### src/rtl/sqrt_range_reduce.sv
// Normalizes a 32-bit unsigned operand by shifting out leading zeros serially.
// Reports the shift count and the top 22 mantissa bits. Define SQRT_EVEN_EXP_EN
// to shift two bits per cycle, which yields an even exponent for square-root use.
module sqrt_range_reduce (
    input  logic        iClk,
    input  logic        iRst,
    input  logic        iValid,
    input  logic [31:0] iX,
    output logic        oBusy,
    output logic        oValid,
    output logic [5:0]  oExp_f,
    output logic [21:0] oY_f
);

    localparam logic [1:0] ST_IDLE  = 2'd0;
    localparam logic [1:0] ST_SHIFT = 2'd1;
    localparam logic [1:0] ST_DONE  = 2'd2;

`ifdef SQRT_EVEN_EXP_EN
    localparam int unsigned STEP     = 2;
    localparam logic [5:0]  STEP_CNT = 6'd2;
`else
    localparam int unsigned STEP     = 1;
    localparam logic [5:0]  STEP_CNT = 6'd1;
`endif

    logic [1:0]  r_state_reg, w_state_next;
    logic [31:0] r_shift_reg, w_shift_next;
    logic [5:0]  r_cnt_reg,   w_cnt_next;
    logic        r_busy_reg,  w_busy_next;
    logic        r_valid_reg, w_valid_next;
    logic [5:0]  r_exp_reg,   w_exp_next;
    logic [21:0] r_y_reg,     w_y_next;

    logic w_accept;
    logic w_zero;
    logic w_norm;

    assign w_accept = iValid && !r_busy_reg;
    assign w_zero   = (r_shift_reg == 32'd0);

    // In the even-exponent build a mantissa with only bit 30 set is accepted.
`ifdef SQRT_EVEN_EXP_EN
    assign w_norm = |r_shift_reg[31:30];
`else
    assign w_norm = r_shift_reg[31];
`endif

    always_comb begin
        w_state_next = r_state_reg;
        w_shift_next = r_shift_reg;
        w_cnt_next   = r_cnt_reg;
        w_busy_next  = r_busy_reg;
        w_valid_next = 1'b0;
        w_exp_next   = r_exp_reg;
        w_y_next     = r_y_reg;
        case (r_state_reg)
            ST_IDLE, ST_DONE: begin
                if (w_accept) begin
                    w_state_next = ST_SHIFT;
                    w_shift_next = iX;
                    w_cnt_next   = 6'd0;
                    w_busy_next  = 1'b1;
                end else begin
                    w_state_next = ST_IDLE;
                end
            end
            ST_SHIFT: begin
                if (w_zero) begin
                    w_state_next = ST_DONE;
                    w_busy_next  = 1'b0;
                    w_valid_next = 1'b1;
                    w_exp_next   = 6'd32;
                    w_y_next     = 22'd0;
                end else if (w_norm) begin
                    w_state_next = ST_DONE;
                    w_busy_next  = 1'b0;
                    w_valid_next = 1'b1;
                    w_exp_next   = r_cnt_reg;
                    w_y_next     = r_shift_reg[31:10];
                end else begin
                    w_shift_next = r_shift_reg << STEP;
                    w_cnt_next   = r_cnt_reg + STEP_CNT;
                end
            end
            default: begin
                w_state_next = ST_IDLE;
                w_busy_next  = 1'b0;
            end
        endcase
    end

    always_ff @(posedge iClk) begin
        if (iRst) begin
            r_state_reg <= ST_IDLE;
            r_shift_reg <= 32'd0;
            r_cnt_reg   <= 6'd0;
            r_busy_reg  <= 1'b0;
            r_valid_reg <= 1'b0;
            r_exp_reg   <= 6'd0;
            r_y_reg     <= 22'd0;
        end else begin
            r_state_reg <= w_state_next;
            r_shift_reg <= w_shift_next;
            r_cnt_reg   <= w_cnt_next;
            r_busy_reg  <= w_busy_next;
            r_valid_reg <= w_valid_next;
            r_exp_reg   <= w_exp_next;
            r_y_reg     <= w_y_next;
        end
    end

    assign oBusy  = r_busy_reg;
    assign oValid = r_valid_reg;
    assign oExp_f = r_exp_reg;
    assign oY_f   = r_y_reg;

endmodule

### config.mk
export PLATFORM = sky130hd
export DESIGN_NAME = sqrt_range_reduce
export DESIGN_NICKNAME = d
export VERILOG_FILES = /design/src/rtl/sqrt_range_reduce.sv
export SDC_FILE = /design/constraint.sdc
export NUM_CORES = 1
export LEC_CHECK = 0
export ABC_AREA = 0
export CAP_MARGIN = 5
export CORE_ASPECT_RATIO = 0.5
export CORE_MARGIN = 4
export CORE_UTILIZATION = 35
export CTS_BUF_LIST = sky130_fd_sc_hd__clkbuf_16
export CTS_CLUSTER_SIZE = 25
export DETAILED_ROUTE_END_ITERATION = 12
export PLACE_DENSITY = 0.64
export SYNTH_ARGS = -nofsm -noshare
export SYNTH_HDL_FRONTEND = slang
export SYNTH_SLANG_ARGS = --single-unit
### constraint.sdc
create_clock -name iClk -period 1.42 [get_ports iClk]
set_input_delay 0.284 -clock iClk [delete_from_list [all_inputs] [get_ports iClk]]
set_output_delay 0.284 -clock iClk [all_outputs]
set_load 0.01 [all_outputs]
==> run summary <==
met2 WL post-DR -> 4720 um
clock buffer depth -> 2
slowest stage delay, CP -> 330 ps
Seq/Total Area, Yosys -> 45.3%
status -> finished with violations
area leader, netlist -> dfxtp_1
Distinct cells, synth -> 43
largest net degree at the start of global routing -> 28
via/cell ratio -> 5.71
Comb pwr share -> 25.6%
Worst slew margin -> 75.9%
clk sink count -> 70
Routed Antenna Nets -> 0
crit path time final -> 1560 ps
Hold WC Path Type -> in2reg
Pleak -> 0.00184 uW
iteration-0 DRC count of the detailed router -> 346
Net Count, Synth -> 386
max cap viols -> 0
DR vias -> 3259
max reg flops -> 32
internal power -> 3910 uW
Rows -> 23
routability cong. -> 0.821
diodes inserted -> 0
worst skew pair latency -> 330 ps
Clock Pin Slew Worst Setup and Hold Paths -> 50 ps
GRT Total Usage -> 19.3%
DP Wirelength -> 7040 um
Max Slew Vio Count -> 0
Die W -> 141 um
Sequential Power Share -> 39.5%
Power Total -> 5570 uW
CTS tree -> done
Syn Area/Cell -> 8.84 um2
GRT overflow -> 0
die area -> 10500 um2
CP endpoint kind -> register
antenna violations before repair -> 0
failing checks -> setup timing
vias in the first global route -> 3220
Inserted Clock Buffers -> 9
FMAX -> 0.641 GHz
met3 wire len -> 585 um
Initial Util -> 37.3%
synthesis-to-finish area growth -> 49.7%
# H-tree levels -> 3
WL met1 -> 4480 um
top post-synthesis cells by area -> dfxtp_1 45%, a21oi_1 9.2%, a22oi_1 7.3%, a211oi_1 6.6%, o22ai_1 6.3%
clock skew -> 4.94 ps
WP data required -> 1620 ps
maximum vdd drop -> 0.000733 V
top-area cell type share of the netlist area -> 45.3%
Buf/Inv on CP -> 2
drt wl/cell -> 17.5 um
final hold slack -> 371 ps
Slew @ Worst Pin -> 362 ps
Setup Viol. Count Final -> 69
synth warn -> 0
EDFF count, synth -> 0
Max Used Layer -> met4
total power per unit cell area -> 1200 nW/um2
critical path peak fanout -> 16
Cells after Synth -> 350
core footprint -> 8290 um2
clock network fraction of total power -> 34.9%
Final nets -> 490
RSZ-0062 raised after global routing -> true
# DRC -> 0
Port Buffers -> 64
slowest stage cell on the critical path -> dfxtp_2
NetSw -> 1660 uW
delay-heaviest family, CP -> simple AND/OR/NAND/NOR gates
final hold violations -> 0
Async S/R FF share, synth -> 0%
CP Data Arrival Time -> 1760 ps
final period utilization -> 110%
Post-Route WL -> 9990 um
CP Class -> reg2reg
critical-path cell list -> nor4_4 -> buf_4 -> nand4_4 -> o21ai_2 -> buf_6 -> a211oi_1
startpoint types -> register
first-pass GRT wire length -> 16100 um
share of cells above drive strength 1 -> 24.6%
die height -> 74.5 um
Synth Cell Area -> 3090 um2
commonest register cell after synthesis -> dfxtp_1
FF+latch count, synth -> 70
num ports -> 65
Switching Share -> 29.8%
drt first pass iters -> 5
CTS Root Cell -> clkbuf_16
Setup WS post-layout -> -140 ps
-- worst register-to-register path, cell delays in order (launching register included) --
cell and delay, ps:
dfxtp_2 330, nor4_4 310, buf_4 170, nand4_4 110, o21ai_2 200, buf_6 210
a211oi_1 100
-- cell usage after synthesis, drive strengths merged (3+ instances only) --
cell type  number
dfxtp          70
a21oi          57
nand2          36
o22ai          31
a22oi          30
a211oi         27
clkbuf         23
buf            11
nor2           10
nor4            9
nand4           6
o21ai           5
inv             3
mux2i           3
-- kinds of logic after synthesis --
| group | share of synthesized area (%) |
|---|---|
| and+or+nand+nor | 15.3 |
| DFF | 45.3 |
| buffers and inverters | 5.30 |
| muxes | 0.971 |
| AOI/OAI and AO/OA | 32.7 |
| adders and majority gates | 0.404 |
-- placed cells by master, fill, tap and decap left out, drive strengths merged, types with 10 or more instances in the layout --
cell type	count
a211oi	27
a21oi	57
a22oi	30
buf	64
clkdlybuf4s50	33
dfxtp	70
dlygate4sd2	30
nand2	36
nor2	10
o22ai	31
-- per-layer routing --
metal | track usage, % | vias up
met1 | 24.4 | 1579
li1 | - | 1545
met2 | 31.7 | 112
met5 | 0 | -
met4 | 8.16 | 0
met3 | 5.39 | 23
-- through the flow --
step	worst slack (ps)	instances	cell area, um2	setup TNS [ps]	util [%]
6_report	-140	571	4630	-6440	55.9
5_1_grt	-255	571	4630	-13230	55.9
4_1_cts	-145	571	4590	-5930	55.4
3_5_place_dp	-332	554	4300	-14640	51.8
2_1_floorplan	-36.7	350	3170	-640	-
3_3_place_gp	-295	554	4300	-12290	51.8
-- final timing paths --
path | startpoint | end | slack, ps | depth (start not counted)
worst min-delay path | iRst | oY_f[21] | 370 | 2
worst min register to register | oY_f[21] | oY_f[21] | 500 | 2
worst max register to register | r_shift_reg[9] | oY_f[11] | -140 | 6
worst max-delay path | r_shift_reg[9] | oY_f[11] | -140 | 6
-- power by group through the flow --
stage | registers [uW] | logic (uW) | clock network (uW)
final | 2200 | 1420 | 1950
after detailed placement | 2230 | 1310 | 0
after global routing | 2210 | 1530 | 2080
after global placement | 2230 | 1270 | 0
after floorplan | 2250 | 684 | 0
after CTS | 2200 | 1370 | 1990
-- what timing repair did --
| item | 4_1_cts | 5_1_grt |
|---|---|---|
| pin swaps | 6 | 4 |
| buffers inserted | 1 | 1 |
| hold buffers | 0 | 0 |
| resized for setup | 48 | 8 |
| endpoints found under the setup margin | 100 | 70 |
-- layout make-up --
cell class / count / area, um2
repair buffers: 127 / 1140
clock buffers: 9 / 225
flip-flops and latches: 70 / 1420
clock inverters: 7 / 32.5
fillers: 742 / 3660
multi-input cells: 243 / 1660
well taps: 112 / 140
inverters: 3 / 11.3
No activity file was read; power rests on OpenSTA's default activity.
